### src/rtl/alu_pkg.sv
// alu_pkg: shared types and helpers for the V30MZ ALU and its issue sequencer.
//   - alu_op_e   : ALU operation codes (5-bit)
//   - alu_flag_e : bit positions of the 6-bit ALU flag vector
//   - is_shift_class / is_rotate / is_logic_op : op classification
//   - flag_we_mask : per-op PSW flag write mask table
//   - parity_even  : x86 parity of the low result byte
package alu_pkg;

  localparam int unsigned ALU_DATA_W = 16;
  localparam int unsigned ALU_CNT_W  = 8;
  localparam int unsigned ALU_OP_W   = 5;
  localparam int unsigned ALU_FLAG_W = 6;

  typedef enum logic [ALU_OP_W-1:0] {
    OP_ADD  = 5'd0,
    OP_ADDC = 5'd1,
    OP_SUB  = 5'd2,
    OP_CMP  = 5'd3,
    OP_AND  = 5'd4,
    OP_OR   = 5'd5,
    OP_XOR  = 5'd6,
    OP_INC  = 5'd7,
    OP_DEC  = 5'd8,
    OP_NEG  = 5'd9,
    OP_ROL  = 5'd10,
    OP_ROR  = 5'd11,
    OP_ROLC = 5'd12,
    OP_RORC = 5'd13,
    OP_SHL  = 5'd14,
    OP_SHR  = 5'd15,
    OP_SHRA = 5'd16,
    OP_SHLA = 5'd17
  } alu_op_e;

  typedef enum logic [2:0] {
    FLAG_CY = 3'd0,
    FLAG_P  = 3'd1,
    FLAG_AC = 3'd2,
    FLAG_Z  = 3'd3,
    FLAG_S  = 3'd4,
    FLAG_V  = 3'd5
  } alu_flag_e;

  typedef enum logic [1:0] {
    S_IDLE = 2'd0,
    S_STEP = 2'd1,
    S_RESP = 2'd2
  } seq_state_e;

  // Flag write masks, bit order as alu_flag_e.
  localparam logic [ALU_FLAG_W-1:0] FWE_ALL   = 6'b111111;
  localparam logic [ALU_FLAG_W-1:0] FWE_LOGIC = 6'b111011;  // no AC
  localparam logic [ALU_FLAG_W-1:0] FWE_INC   = 6'b111110;  // no CY
  localparam logic [ALU_FLAG_W-1:0] FWE_SHIFT = 6'b111011;  // CY V Z S P
  localparam logic [ALU_FLAG_W-1:0] FWE_ROT   = 6'b100001;  // CY V
  localparam logic [ALU_FLAG_W-1:0] FWE_NONE  = 6'b000000;

  function automatic logic is_shift_class(input logic [ALU_OP_W-1:0] op);
    case (op)
      OP_ROL, OP_ROR, OP_SHL, OP_SHR, OP_SHRA: return 1'b1;
      default:                                 return 1'b0;
    endcase
  endfunction

  function automatic logic is_rotate(input logic [ALU_OP_W-1:0] op);
    return (op == OP_ROL) || (op == OP_ROR);
  endfunction

  function automatic logic is_logic_op(input logic [ALU_OP_W-1:0] op);
    return (op == OP_AND) || (op == OP_OR) || (op == OP_XOR);
  endfunction

  function automatic logic [ALU_FLAG_W-1:0] flag_we_mask(input logic [ALU_OP_W-1:0] op);
    case (op)
      OP_ADD, OP_SUB, OP_CMP:          return FWE_ALL;
      OP_AND, OP_OR, OP_XOR:           return FWE_LOGIC;
      OP_INC, OP_DEC:                  return FWE_INC;
      OP_SHL, OP_SHR, OP_SHRA:         return FWE_SHIFT;
      OP_ROL, OP_ROR:                  return FWE_ROT;
      default:                         return FWE_NONE;
    endcase
  endfunction

  function automatic logic parity_even(input logic [7:0] b);
    return ~^b;
  endfunction

endpackage

### src/rtl/alu_sequencer.sv
// alu_sequencer: issue-side controller for the external combinational ALU.
// Accepts one request per valid/ready handshake, drives registered ALU inputs,
// decomposes multi-count shifts/rotates into single-bit steps and returns a
// registered result with per-flag PSW write enables.
// Ports:
//   clk, reset                      : clock, synchronous active-high reset
//   req_valid/req_ready/req_op/req_size/req_a/req_b : request channel
//   alu_op/alu_size/alu_a/alu_b     : registered ALU inputs
//   alu_r/alu_flags                 : ALU result and flags
//   rsp_valid/rsp_ready             : response handshake
//   rsp_result/rsp_result_we/rsp_flags/rsp_flags_we : response payload
// Build option: ALU_SEQ_COUNT_MASK_EN masks the shift count to 5 bits.
module alu_sequencer
  import alu_pkg::*;
#(
  parameter int unsigned DATA_W = ALU_DATA_W,
  parameter int unsigned CNT_W  = ALU_CNT_W
) (
  input  logic                  clk,
  input  logic                  reset,
  input  logic                  req_valid,
  output logic                  req_ready,
  input  logic [ALU_OP_W-1:0]   req_op,
  input  logic                  req_size,
  input  logic [DATA_W-1:0]     req_a,
  input  logic [DATA_W-1:0]     req_b,
  output logic [ALU_OP_W-1:0]   alu_op,
  output logic                  alu_size,
  output logic [DATA_W-1:0]     alu_a,
  output logic [DATA_W-1:0]     alu_b,
  input  logic [DATA_W-1:0]     alu_r,
  input  logic [ALU_FLAG_W-1:0] alu_flags,
  output logic                  rsp_valid,
  input  logic                  rsp_ready,
  output logic [DATA_W-1:0]     rsp_result,
  output logic                  rsp_result_we,
  output logic [ALU_FLAG_W-1:0] rsp_flags,
  output logic [ALU_FLAG_W-1:0] rsp_flags_we
);

`ifdef ALU_SEQ_COUNT_MASK_EN
  localparam int unsigned CW = 5;
`else
  localparam int unsigned CW = CNT_W;
`endif

  seq_state_e            state_q, state_d;
  logic [CW-1:0]         cnt_q, cnt_d;
  logic                  req_ready_q, req_ready_d;
  logic [ALU_OP_W-1:0]   alu_op_q, alu_op_d;
  logic                  alu_size_q, alu_size_d;
  logic [DATA_W-1:0]     alu_a_q, alu_a_d;
  logic [DATA_W-1:0]     alu_b_q, alu_b_d;
  logic                  rsp_valid_q, rsp_valid_d;
  logic [DATA_W-1:0]     rsp_result_q, rsp_result_d;
  logic                  rsp_result_we_q, rsp_result_we_d;
  logic [ALU_FLAG_W-1:0] rsp_flags_q, rsp_flags_d;
  logic [ALU_FLAG_W-1:0] rsp_flags_we_q, rsp_flags_we_d;
  logic [CW-1:0]         req_cnt;
  logic [ALU_FLAG_W-1:0] fin_flags;

  // State and output registers.
  always_ff @(posedge clk) begin
    if (reset) begin
      state_q         <= S_IDLE;
      cnt_q           <= '0;
      req_ready_q     <= 1'b0;
      alu_op_q        <= '0;
      alu_size_q      <= 1'b0;
      alu_a_q         <= '0;
      alu_b_q         <= '0;
      rsp_valid_q     <= 1'b0;
      rsp_result_q    <= '0;
      rsp_result_we_q <= 1'b0;
      rsp_flags_q     <= '0;
      rsp_flags_we_q  <= '0;
    end else begin
      state_q         <= state_d;
      cnt_q           <= cnt_d;
      req_ready_q     <= req_ready_d;
      alu_op_q        <= alu_op_d;
      alu_size_q      <= alu_size_d;
      alu_a_q         <= alu_a_d;
      alu_b_q         <= alu_b_d;
      rsp_valid_q     <= rsp_valid_d;
      rsp_result_q    <= rsp_result_d;
      rsp_result_we_q <= rsp_result_we_d;
      rsp_flags_q     <= rsp_flags_d;
      rsp_flags_we_q  <= rsp_flags_we_d;
    end
  end

  // Next-state and next-output logic.
  always_comb begin
    state_d         = state_q;
    cnt_d           = cnt_q;
    alu_op_d        = alu_op_q;
    alu_size_d      = alu_size_q;
    alu_a_d         = alu_a_q;
    alu_b_d         = alu_b_q;
    rsp_valid_d     = rsp_valid_q;
    rsp_result_d    = rsp_result_q;
    rsp_result_we_d = rsp_result_we_q;
    rsp_flags_d     = rsp_flags_q;
    rsp_flags_we_d  = rsp_flags_we_q;
    req_cnt         = req_b[CW-1:0];

    // Final flags: logic ops clear CY/V; shifts take Z/S/P from the final result.
    fin_flags = alu_flags;
    if (is_logic_op(alu_op_q)) begin
      fin_flags[FLAG_CY] = 1'b0;
      fin_flags[FLAG_V]  = 1'b0;
    end
    if (is_shift_class(alu_op_q) && !is_rotate(alu_op_q)) begin
      fin_flags[FLAG_Z] = alu_size_q ? (alu_r == '0) : (alu_r[7:0] == 8'h00);
      fin_flags[FLAG_S] = alu_size_q ? alu_r[DATA_W-1] : alu_r[7];
      fin_flags[FLAG_P] = parity_even(alu_r[7:0]);
    end

    case (state_q)
      S_IDLE: begin
        if (req_valid && req_ready_q) begin
          alu_op_d   = req_op;
          alu_size_d = req_size;
          alu_a_d    = req_a;
          if (is_shift_class(req_op) && (req_cnt == '0)) begin
            // Zero-count shift: nothing to compute, result is A, no flag update.
            state_d         = S_RESP;
            rsp_valid_d     = 1'b1;
            rsp_result_d    = req_a;
            rsp_result_we_d = 1'b1;
            rsp_flags_d     = '0;
            rsp_flags_we_d  = '0;
          end else if (is_shift_class(req_op)) begin
            alu_b_d = DATA_W'(1);
            cnt_d   = req_cnt;
            state_d = S_STEP;
          end else begin
            alu_b_d = req_b;
            cnt_d   = CW'(1);
            state_d = S_STEP;
          end
        end
      end
      S_STEP: begin
        cnt_d = cnt_q - CW'(1);
        if (cnt_q > CW'(1)) begin
          alu_a_d = alu_r;
          alu_b_d = DATA_W'(1);
        end else begin
          state_d         = S_RESP;
          rsp_valid_d     = 1'b1;
          rsp_result_d    = alu_r;
          rsp_result_we_d = (alu_op_q != OP_CMP);
          rsp_flags_d     = fin_flags;
          rsp_flags_we_d  = flag_we_mask(alu_op_q);
        end
      end
      S_RESP: begin
        if (rsp_ready) begin
          rsp_valid_d = 1'b0;
          state_d     = S_IDLE;
        end
      end
      default: state_d = S_IDLE;
    endcase

    req_ready_d = (state_d == S_IDLE);
  end

  assign req_ready     = req_ready_q;
  assign alu_op        = alu_op_q;
  assign alu_size      = alu_size_q;
  assign alu_a         = alu_a_q;
  assign alu_b         = alu_b_q;
  assign rsp_valid     = rsp_valid_q;
  assign rsp_result    = rsp_result_q;
  assign rsp_result_we = rsp_result_we_q;
  assign rsp_flags     = rsp_flags_q;
  assign rsp_flags_we  = rsp_flags_we_q;

endmodule
### config.mk
export PLATFORM = sky130hd
export DESIGN_NAME = alu_sequencer
export DESIGN_NICKNAME = d
export VERILOG_FILES = /design/src/rtl/alu_pkg.sv /design/src/rtl/alu_sequencer.sv
export SDC_FILE = /design/constraint.sdc
export NUM_CORES = 1
export LEC_CHECK = 0
export CAP_MARGIN = 20
export CORE_MARGIN = 4
export CORE_UTILIZATION = 35
export CTS_CLUSTER_DIAMETER = 80
export CTS_CLUSTER_SIZE = 40
export DETAILED_ROUTE_END_ITERATION = 10
export GPL_ROUTABILITY_DRIVEN = 1
export HOLD_SLACK_MARGIN = 0.12
export PLACE_DENSITY = 0.71
export SLEW_MARGIN = 10
export SYNTH_ARGS = -nofsm -noshare
export SYNTH_HDL_FRONTEND = slang
export SYNTH_SLANG_ARGS = --single-unit
### constraint.sdc
create_clock -name clk -period 6 [get_ports clk]
set_clock_uncertainty 0.15 [all_clocks]
set_input_delay 0.9 -clock clk [delete_from_list [all_inputs] [get_ports clk]]
set_output_delay 0.9 -clock clk [all_outputs]
set_load 0.05 [all_outputs]
# Word-level counts from Yosys, hierarchy flattened
# Memory sizes are Yosys's and may differ from the RTL's. A register that Yosys moved wholly into a read port is not among the register bits.
# Index checks and enable logic that the tools add are counted.
# Widths: inputs -> output; s select.
[totals]
rom_bits = 192
regBits = 79
output_inout_bits = 69
ram_bits = 0
latchBits = 0
n_memories = 1
[classes]
div_mod_pow = 0
reduce_logical = 23
n_addsub = 1
bitwise = 0
shift = 0
magnitude_cmp = 1
multipliers = 0
n_eq_ne = 22
muxes = 49
[memory_table]
columns = ["memory", "depth", "width", "read_ports", "rd_ports_with_merged_regs", "wr", "line_no", "text"]
rows = [
  ["(no name shown)", 32, 6, 1, 1, 0, "alu_pkg.sv:74", "case (op)"],
]
[op_table]
columns = ["operator", "n"]
rows = [
  ["$mux 16", 9],
  ["$pmux 16 s2", 3],
  ["$eq 5x4->1 const B", 8],
  ["$mux 6", 4],
  ["$mux 8", 3],
  ["$pmux 6 s2", 2],
  ["$mux 1", 17],
  ["$logic_not 16->1", 1],
  ["$logic_not 8->1", 2],
  ["$pmux 8 s2", 1],
  ["$eq 5x3->1 const B", 3],
  ["$ne 2x2->1 const B", 6],
  ["$eq 5x5->1 const B", 2],
  ["$mux 2", 5],
  ["$mux 5", 2],
  ["$reduce_or 5->1", 2],
  ["$gt 8x1->1 const B", 1],
  ["$reduce_and 4->1", 2],
  ["$reduce_xnor 8->1", 1],
  ["$sub 8x1->8 const B", 1],
  ["$pmux 2 s3", 1],
  ["$reduce_and 3->1", 2],
  ["$ne 5x2->1 const B", 1],
  ["$reduce_and 5->1", 1],
  ["other kinds (11)", 16],
]

# Longest topological paths before layout
# Gate-level depths: netlist of run 1.
[logic_depth]
word_depth = 13
depth_mapped = 8
depth_no_buf = 7

# Worst setup path before layout of run 1
# No wires, ideal clock.
[synth_timing]
path_type = "input to register"
startpoint = "input port req_op[0]"
endpoint = "register rsp_flags_q[3] (netlist: rsp_flags[3])"
arrival_time_ps = 2594
slack_ps = 3124
t_required_ps = 5718
cell_stages = 6
n_path_buf = 1
cell_sequence = "or4_1 > mux2_4 > or4_1 > buf_2 > a21oi_1 > nor3_1"
[synth_via]
elab_chain_len = 8
[synth_lines]
columns = ["element", "line_no", "text"]
rows = [
  ["from (decl)", "alu_sequencer.sv:23", "input logic [ALU_OP_W-1:0] req_op,"],
  ["$eq 5x4->1 / $eq 5x5->1 (equally long branches)", "alu_pkg.sv:59", "case (op)"],
  ["$reduce_or 5->1 (*)", "alu_pkg.sv:59", ""],
  ["$mux 1 (*)", "alu_pkg.sv:59", ""],
  ["$mux 1 (*)", "alu_sequencer.sv:122", "if (req_valid && req_ready_q) begin"],
  ["$mux 1 (*)", "alu_sequencer.sv:120", "case (state_q)"],
  ["$logic_and 1x1->1 (*)", "alu_sequencer.sv:126", "if (is_shift_class(req_op) && (req_cnt == '0)) begin"],
  ["$ne 2x2->1 (no source line) (*)", "n/a", ""],
  ["$reduce_and 4->1 (no source line) (*)", "n/a", ""],
  ["to (signal assigned)", "alu_sequencer.sv:88", "rsp_flags_q <= rsp_flags_d;"],
  ["to (decl)", "alu_sequencer.sv:57", "logic [ALU_FLAG_W-1:0] rsp_flags_q, rsp_flags_d;"],
]
# Mark *: on every way between the ends. The rest lies on a longest branch, timed or not. The select of a mux whose other input is x is not followed.
# A chain may end at the register's enable or synchronous reset.

# Worst setup path in the final report of run 1
[layout_timing]
startpoint = "input port req_op[1]"
endpoint = "register req_ready_q (netlist: req_ready)"
[layout_via]
elab_chain_len = 10
[layout_lines]
columns = ["element", "line_no", "text"]
rows = [
  ["$eq 5x4->1 / $eq 5x5->1 (equally long branches)", "alu_pkg.sv:59", ""],
  ["$reduce_or 5->1 (*)", "alu_pkg.sv:59", ""],
  ["$mux 1 (*)", "alu_pkg.sv:59", ""],
  ["$mux 1 (*)", "alu_sequencer.sv:122", ""],
  ["$mux 1 (*)", "alu_sequencer.sv:120", ""],
  ["$logic_and 1x1->1 (*)", "alu_sequencer.sv:126", ""],
  ["$mux 2 (*)", "alu_sequencer.sv:126", ""],
  ["$mux 2 (*)", "alu_sequencer.sv:122", ""],
  ["$pmux 2 s3 (*)", "alu_sequencer.sv:120", ""],
  ["$logic_not 2->1 (*)", "alu_sequencer.sv:168", "req_ready_d = (state_d == S_IDLE);"],
  ["to (signal assigned)", "alu_sequencer.sv:80", "req_ready_q <= req_ready_d;"],
  ["to (decl)", "alu_sequencer.sv:49", "logic req_ready_q, req_ready_d;"],
]
# Marks and branches as above.

==> flow_metrics.tcl, run 1 <==
set metrics [dict create \
    hold_depth 2 \
    ys_ff_latch 81 \
    synth_flop_cell "dfxtp_1" \
    cts_tree "yes" \
    startpoint_type "primary input" \
    ys_seq_area_frac 0.436 \
    drv_cap 0 \
    synth-async-reset-ratio 0 \
    reg2reg_slack_ns 2.68 \
    final_cell_mix "clkdlybuf4s50_1 (131), dfxtp_1 (81), nor2_1 (50)" \
    clk_pin_slew_ns 0.09 \
    final.fill_count 960 \
    dieArea_um2 12300 \
    core-area_um2 10300 \
    firstDrtPassIters 4 \
    clock_path_buffers 2 \
    power_density_nw_per_um2 356 \
    postCtsSetupBuffers 0 \
    die_h_um 111 \
    drc 0 \
    synth_mux_area_frac 0.0616 \
    synth_top_family_by_area "compound AO/OA/AOI/OAI gates" \
    synth.distinct_cells 50 \
    grt_pass1_vias 3501 \
    yosysWarnings 0 \
    seq_area_um2 1620 \
    antenna_found_initial 0 \
    wl_per_cell_um 15.5 \
    routed_wl_mm 10.7 \
    cts-root-buf "clkbuf_8" \
    multi_input_comb_area_um2 1930 \
    r2r-start "state_q[0]" \
    crit_type "primary input to register" \
    synth-compound-area-share 0.210 \
    final_nets 622 \
    crit_chain "clkdlybuf4s50_1, or4_1, mux2_4, nor4b_4, nor2_1, nor4_1" \
    cts_max_level 3 \
    max_freq_mhz 296 \
    grt_max_degree 78 \
    place_congestion 0.848 \
    hold_viol_final 0 \
    p_leak_nw 1.97 \
    tightestPinTransition_ns 0.957 \
    peakVddDrop_uv 174 \
    synth_cells 431 \
    status "completed" \
    synth-adder-area-share 0.0256 \
    cts_buffers 9 \
    rows 37 \
    avgSynthCellArea_um2 8.63 \
    cp.arrival_ns 3.47 \
    yosys.area_share.simple 0.199 \
    synth_area_um2 3720 \
    final_antenna_net_count 0 \
    dpl.hpwl_mm 7.85 \
    finalPower_w 0.00192 \
    synth_xor_area_frac 0.0188 \
    drv_slew 0 \
    drtIter0Drc 137 \
    initial_core_util 0.360 \
    area_growth_pct 45.3 \
    diodes 0 \
    clk_latency_ns 0.34 \
    finalCritPeriodShare 0.563 \
    overflow 0 \
    via_per_inst 5.21 \
    layout_commonest_cell "clkdlybuf4s50_1" \
    period_minus_slack_ns 3.38 \
    slew_headroom 0.360 \
    via_count 3598 \
    r2r_cells 7 \
    rsz0062_at_grt "no" \
    drive_above_1_share 0.0613 \
    hold-path-endpoint "rsp_flags_we[2]" \
    synth_enable_flop_cells 0 \
    endpoint_kind "register" \
    tns_ns 0 \
    synth_fp_nets 501 \
    grt_first_pass_wirelength_mm 17.4 \
    die_x_um 111 \
    io_pins 133 \
    cts_sinks 81 \
    worstPathRequired_ns 6.09 \
    track_usage 0.168 \
    critPathMaxFanout 17 \
    timing.rr.end "rsp_result[10]" \
    cp_slowest_cell "nor4b_4" \
    max_stage_delay_ns 0.71 \
    postCtsHoldBufs 0 \
    io_buffers 132 \
    setup_viol_count_final 0 \
    hp-class "register to register" \
    post_cts_resized 0 \
]
-- final cells by class --
| class | instances | area share |
|---|---|---|
| flip-flops and latches | 81 | 0.300 |
| clock buffers | 9 | 0.0229 |
| inverters | 15 | 0.0104 |
| multi-input cells | 306 | 0.356 |
| well taps | 136 | 0.0315 |
| repair buffers | 139 | 0.255 |
| clock inverters | 5 | 0.0239 |
-- worst max-delay path by stage --
stage               slack [ns]  startpoint  depth (start not counted)            end
finish                    2.62   req_op[1]                          6      req_ready
CTS                       2.33  state_q[0]                          6  rsp_result[3]
global route              2.32  state_q[0]                          7  rsp_result[5]
global placement          2.36   req_op[1]                          6  rsp_result_we
floorplan                 3.12   req_op[0]                          6   rsp_flags[3]
detailed placement        2.26   req_op[1]                          6  rsp_result_we
-- sequential cells by signal, indices dropped and copies added (netlist names), named ones only --
register / cells
req_ready: 1
rsp_valid: 1
rsp_flags_we: 4
rsp_flags: 6
cnt_q: 8
alu_op: 5
rsp_result: 16
alu_size: 1
rsp_result_we: 1
state_q: 2
alu_a: 16
alu_b: 16
-- synthesized netlist by cell type (2+ instances only) --
master / n / area, um2
or4_1: 4 / 30.0
xor2_1: 4 / 35.0
o21a_1: 3 / 22.5
nor3b_1: 2 / 15.0
nor4_1: 8 / 50.1
nor2b_1: 4 / 25.0
buf_2: 6 / 30.0
a22oi_1: 2 / 15.0
o31ai_1: 2 / 15.0
nand4_1: 3 / 18.8
buf_4: 2 / 15.0
a221oi_1: 5 / 43.8
nand4b_1: 2 / 17.5
nor4b_1: 2 / 17.5
o21ai_0: 23 / 115
xnor2_1: 4 / 35.0
o21ai_1: 3 / 15.0
nand2_1: 40 / 150
nor2_1: 50 / 188
a21oi_1: 36 / 180
nor3_1: 11 / 55.1
ha_1: 6 / 75.1
clkbuf_1: 19 / 71.3
a211oi_1: 37 / 278
nand3_1: 13 / 65.1
mux2_2: 3 / 33.8
maj3_1: 2 / 20.0
inv_1: 15 / 56.3
nor4bb_1: 2 / 20.0
mux2i_1: 18 / 180
dfxtp_1: 81 / 1620
-- power by group --
part / total (W) / internal (W) / switching [W] / leakage [nW]
combinational: 0.000734 / 0.000276 / 0.000458 / 1.18
sequential: 0.000679 / 0.000617 / 0.0000612 / 0.661
clock: 0.000509 / 0.000316 / 0.000194 / 0.126
total: 0.00192 / 0.00121 / 0.000713 / 1.97
-- worst max-delay path, delay by kind of cell --
family	cells	cell delay, ns
muxes	1	0.35
and+or+nand+nor	4	1.72
buffers and inverters	1	0.49
-- cell families after synthesis --
| kind of cell | Yosys count |
|---|---|
| flops | 81 |
| mux | 22 |
| compound gates | 119 |
| buf+inv | 44 |
| simple gates | 149 |
| fa+ha+maj | 8 |
| xor+xnor | 8 |
-- per-layer routing --
| metal | vias to the layer above | part of all wire | GRT usage |
|---|---|---|---|
| li1 | 1804 | - | - |
| met3 | 10 | 0.072 | 0.0562 |
| met2 | 105 | 0.49 | 0.292 |
| met5 | - | 0 | 0 |
| met1 | 1679 | 0.43 | 0.202 |
| met4 | 0 | 0.0075 | 0.0373 |
-- through the flow --
stage / instance area, um2 / util / std cells / hold slack (ns) / worst slack (ns)
detailed placement: 5130 / 0.497 / 675 / 0.279 / 2.26
global placement: 5130 / 0.497 / 675 / 0.273 / 2.36
CTS: 5380 / 0.521 / 689 / 0.291 / 2.33
finish: 5400 / 0.523 / 691 / 0.288 / 2.62
global route: 5400 / 0.523 / 691 / 0.297 / 2.32
floorplan: 3720 / - / 431 / 0.267 / 3.12
Power figures use the tool's default switching activity.
==> run 2, diff against run 1 <==
Clock period 6 ns to 3.3 ns, I/O delays scaled along.
==> run 2 against run 1 <==
Compared with the run above:
- first-iteration DRC count is 52% higher
- global-route usage is 0.76 points higher
- clock-buffer cell count is 1 higher
- final area is 0.21% higher
- clock power is 41% higher
- final cell count is 1.4% higher
- routed wire length is 1.3% higher
- total power is 72% higher
- largest cell class unchanged
- hold slack better by 0.0032 ns
- register-to-register slack worse by 1.9 ns
- worst setup slack worse by 2.1 ns
==> flow_metrics.tcl, run 2 (synthesized netlist as in run 1, its figures left out) <==
set metrics [dict create \
    crit_type "primary input to register" \
    grt_max_degree 42 \
    hold_viol_final 0 \
    grt_first_pass_wirelength_mm 18.2 \
    drv_cap 0 \
    peakVddDrop_uv 317 \
    rsz0062_at_grt "no" \
    track_usage 0.176 \
    core-area_um2 10300 \
    startpoint_type "primary input" \
    drc 0 \
    antenna_found_initial 0 \
    drive_above_1_share 0.0761 \
    area_growth_pct 45.6 \
    via_count 3626 \
    diodes 0 \
    layout_commonest_cell "clkdlybuf4s50_1" \
    hp-class "register to register" \
    critPathMaxFanout 8 \
    r2r-start "cnt_q[0]" \
    setup_viol_count_final 0 \
    drtIter0Drc 208 \
    cts_sinks 81 \
    max_freq_mhz 358 \
    fin_util 0.524 \
    dpl.hpwl_mm 8.17 \
    reg2reg_slack_ns 0.75 \
    postCtsSetupBuffers 0 \
    finalCritPeriodShare 0.845 \
    cts_tree "yes" \
    period_minus_slack_ns 2.79 \
    grt_pass1_vias 3690 \
    max_stage_delay_ns 0.64 \
    die_h_um 111 \
    dieArea_um2 12300 \
    place_inst 684 \
    final_nets 630 \
    via_per_inst 5.17 \
    cts_buffers 9 \
    cp_slowest_cell "or4_1" \
    slew_headroom 0.447 \
    clock_path_buffers 2 \
    fin_cells 701 \
    crit_path_frequent_cell "or4_1" \
    r2r_cells 8 \
    final.fill_count 962 \
    hold_depth 2 \
    timing.rr.end "alu_a[6]" \
    power_density_nw_per_um2 609 \
    p_leak_nw 1.97 \
    tns_ns 0 \
    overflow 0 \
    place_congestion 0.838 \
    firstDrtPassIters 4 \
    cts_max_level 3 \
    hold-path-endpoint "rsp_flags_we[4]" \
    clk_latency_ns 0.34 \
    endpoint_kind "register" \
    crit_chain "clkdlybuf4s50_1, or4_1, mux2_4, or4_1, nor3b_1, a311oi_2" \
    cp.arrival_ns 2.90 \
    io_buffers 132 \
    worstPathRequired_ns 3.41 \
    final_cell_mix "clkdlybuf4s50_1 (131), dfxtp_1 (81), nor2_1 (50)" \
    die_x_um 111 \
    tightestPinTransition_ns 0.829 \
    drv_slew 0 \
    io_pins 133 \
    routed_wl_mm 10.8 \
    status "completed" \
    final_antenna_net_count 0 \
    rows 37 \
    post_cts_resized 0 \
    cts-root-buf "clkbuf_8" \
    postCtsHoldBufs 0 \
    clk_pin_slew_ns 0.08 \
    wl_per_cell_um 15.5 \
    initial_core_util 0.360 \
]
-- run 2: area by class of cell --
type                    count  area [um2]  share of cell area
flip-flops and latches     81        1620               0.300
clock buffers              10         128              0.0236
well taps                 136         170              0.0314
inverters                  15        56.3              0.0104
repair buffers            147        1450               0.267
clock inverters             6        67.6              0.0125
multi-input cells         306        1930               0.356
-- run 2: worst max path at each step --
stage                   start             to  slack (ns)  cells past startpoint
floorplan           req_op[0]   rsp_flags[3]        0.83                      6
global placement    req_op[0]  rsp_result_we        0.24                      6
detailed placement  req_op[0]  rsp_result_we        0.15                      6
CTS                 req_op[0]  rsp_result_we        0.52                      6
global route        req_op[0]      req_ready        0.42                      8
finish              req_op[0]  rsp_result_we        0.51                      6
-- run 2: worst max-delay path, delay by kind of cell --
family / cells / cell delay, ns
AOI/OAI and AO/OA: 1 / 0.22
buffers and inverters: 1 / 0.46
muxes: 1 / 0.29
and+or+nand+nor: 3 / 1.44
-- run 2: layer usage --
metal / up-vias / track usage / routed length [um]
li1: 1822 / - / -
met3: 7 / 0.0535 / 747
met1: 1706 / 0.218 / 4600
met2: 91 / 0.301 / 5390
met5: - / 0 / 0
met4: 0 / 0.0397 / 89
-- run 2: metrics by stage --
stage                     setup slack (ns)  hold WS (ns)  total power, W  cell area [um2]
after floorplan                      0.829         0.267         0.00214             3720
after global placement               0.239         0.275         0.00257             5210
after global routing                 0.420         0.311         0.00349             5410
after detailed placement             0.154         0.277         0.00260             5210
after CTS                            0.517         0.289         0.00332             5400
final                                0.511         0.291         0.00330             5410
-- run 2: power by group --
part | switching (W) | internal, W
logic | 0.000832 | 0.000511
clock network | 0.000365 | 0.000353
registers | 0.000113 | 0.00112
==> patch (flow settings as in run 1) <==
The option `ALU_SEQ_COUNT_MASK_EN` is turned on by a define.
--- a/src/rtl/alu_sequencer.sv
+++ b/src/rtl/alu_sequencer.sv
@@ -11,4 +11,6 @@
 //   rsp_result/rsp_result_we/rsp_flags/rsp_flags_we : response payload
 // Build option: ALU_SEQ_COUNT_MASK_EN masks the shift count to 5 bits.
+`define ALU_SEQ_COUNT_MASK_EN
+
 module alu_sequencer
   import alu_pkg::*;
Check against the original RTL: not equivalent (Yosys sat finds a counterexample within 4 cycles, from zero or initial values and one cycle with reset high).
==> patch against run 1 <==
- register-to-register slack better by 0.55 ns
- global-route usage rose by 0.40 points
- design area shrank 5.7%
- setup slack improved by 0.035 ns
- wire length shrank 4.0%
- highest routed layer unchanged
- count of clock-buffer cells in the layout grew 1
- total power decreased by 23%
- sequential cell count decreased by 3
- synthesized area decreased by 4.9%
- sequential power decreased by 10%
- largest power group is now registers
- largest cell class unchanged
- critical path type unchanged
==> patch: results (changes against run 1) <==
{| class="wikitable"
! Metric !! Value
|-
| CP max FO || 35 (was 17)
|-
| FMAX || 0.299 GHz (was 0.296 GHz)
|-
| Mean instance size in the synthesized netlist || 8.84 sq um (was 8.63 sq um)
|-
| Cell types with the largest area share after synthesis || sky130_fd_sc_hd__dfxtp_1, sky130_fd_sc_hd__mux2i_1, sky130_fd_sc_hd__a211oi_1 (was sky130_fd_sc_hd__dfxtp_1, sky130_fd_sc_hd__a211oi_1, sky130_fd_sc_hd__nor2_1)
|-
| Worst EP arrival || 3.44 ns (was 3.47 ns)
|-
| Post-synthesis mux area share || 9.41% (was 6.16%)
|-
| Global routing usage on met1 || 21.9% (was 20.2%)
|-
| Met3 layer usage reported by global route || 4.84% (was 5.62%)
|-
| Sequential cell area fraction in the yosys report || 44.2% (was 43.6%)
|-
| Startpoint of the worst-slack reg-to-reg timing path || state_q[1] (was state_q[0])
|-
| Fraction of final layout cells sized beyond drive strength 1 || 6.29% (was 6.13%)
|-
| Leakage power || 1.92 nW (was 1.97 nW)
|-
| Post-DR wirelength/cell || 15.6 um (was 15.5 um)
|-
| Commonest cells in the synthesized netlist || sky130_fd_sc_hd__dfxtp_1, sky130_fd_sc_hd__nor2_1, sky130_fd_sc_hd__nand2_1 (unchanged)
|-
| Placed standard-cell area || 4910 sq um (was 5130 sq um)
|-
| Synthesized Nets || 470 (was 501)
|-
| GRT Resource Usage Total || 17.2% (was 16.8%)
|-
| Parity-gate share of the synthesized area counting xor and xnor cells || 1.24% (was 1.88%)
|-
| Slew at the pin closest to its max-slew limit || 1.07 ns (was 0.957 ns)
|-
| Dominant delay contributor by cell family on the critical path || compound AO/OA/AOI/OAI gates (was simple AND/OR/NAND/NOR gates)
|-
| Run status || finished clean (unchanged)
|-
| Part of the total power dissipated in the clock network || 23.8% (was 26.5%)
|-
| Internal power || 0.932 mW (was 1.21 mW)
|-
| Synth Area in Compound Gates || 17.8% (was 21.0%)
|-
| Combinational group power || 0.520 mW (was 0.734 mW)
|-
| Met1 wire length || 4430 um (was 4600 um)
|-
| Wire length of the first global-routing pass || 16000 um (was 17400 um)
|-
| Crit path to || rsp_result[7] (was req_ready)
|-
| Pre-CTS setup slack || 2.01 ns (was 2.26 ns)
|-
| Path depth of the worst reg2reg path || 5 (was 7)
|-
| Crit path from || req_op[0] (was req_op[1])
|-
| Ratio of total power to cell area || 291 nW/um^2 (was 356 nW/um^2)
|-
| Starting DRT DRC Count || 187 (was 137)
|-
| Register-to-Register Setup Slack || 3.23 ns (was 2.68 ns)
|-
| Adder and majority cell fraction of the synthesized area || 2.12% (was 2.56%)
|}
patch: changes by cell type after synthesis, moves of 5 or more:
cell                       delta
sky130_fd_sc_hd__o21ai_0     -19
sky130_fd_sc_hd__nand3_1      -6
sky130_fd_sc_hd__nor4_1       -5
sky130_fd_sc_hd__nand2b_1    +17
sky130_fd_sc_hd__mux2i_1     +13
sky130_fd_sc_hd__nor2_1       +7
sky130_fd_sc_hd__a21oi_1     -20
sky130_fd_sc_hd__a22oi_1      +6
patch: layout make-up:
| class | count | area, sq um |
|---|---|---|
| sequential | 78 | 1560 |
| clock inverter | 6 | 37.5 |
| tap | 133 | 166 |
| multi-input combinational | 277 | 1780 |
| inverter | 17 | 63.8 |
| timing repair buffer | 137 | 1350 |
| clock buffer | 10 | 138 |
| fill | 965 | 4720 |
patch: cells by family (layout without fill, tap and decap cells):
family | after synthesis | count (layout)
compound gates | 88 | 88
xor+xnor | 5 | 5
fa+ha+maj | 6 | 6
buf+inv | 45 | 170
flops | 78 | 78
mux | 33 | 33
simple gates | 145 | 145
patch: worst min path at each step:
| stage | start | end | slack, ns | cells after the start |
|---|---|---|---|---|
| 3_5_place_dp | rsp_flags[3] | rsp_flags[3] | 0.31 | 2 |
| 5_1_grt | rsp_flags[3] | rsp_flags[3] | 0.35 | 2 |
| 4_1_cts | rsp_flags[3] | rsp_flags[3] | 0.32 | 2 |
| 2_1_floorplan | register | rsp_flags_we[0] | 0.31 | 2 |
| 3_3_place_gp | rsp_flags[3] | rsp_flags[3] | 0.31 | 2 |
| 6_report | rsp_flags[3] | rsp_flags[3] | 0.32 | 2 |
patch: worst min-delay path: cells and delay by family (launching register included):
family	cells	cell delay, ns
DFF	1	0.31
AOI/OAI and AO/OA	1	0.06
and+or+nand+nor	1	0.05
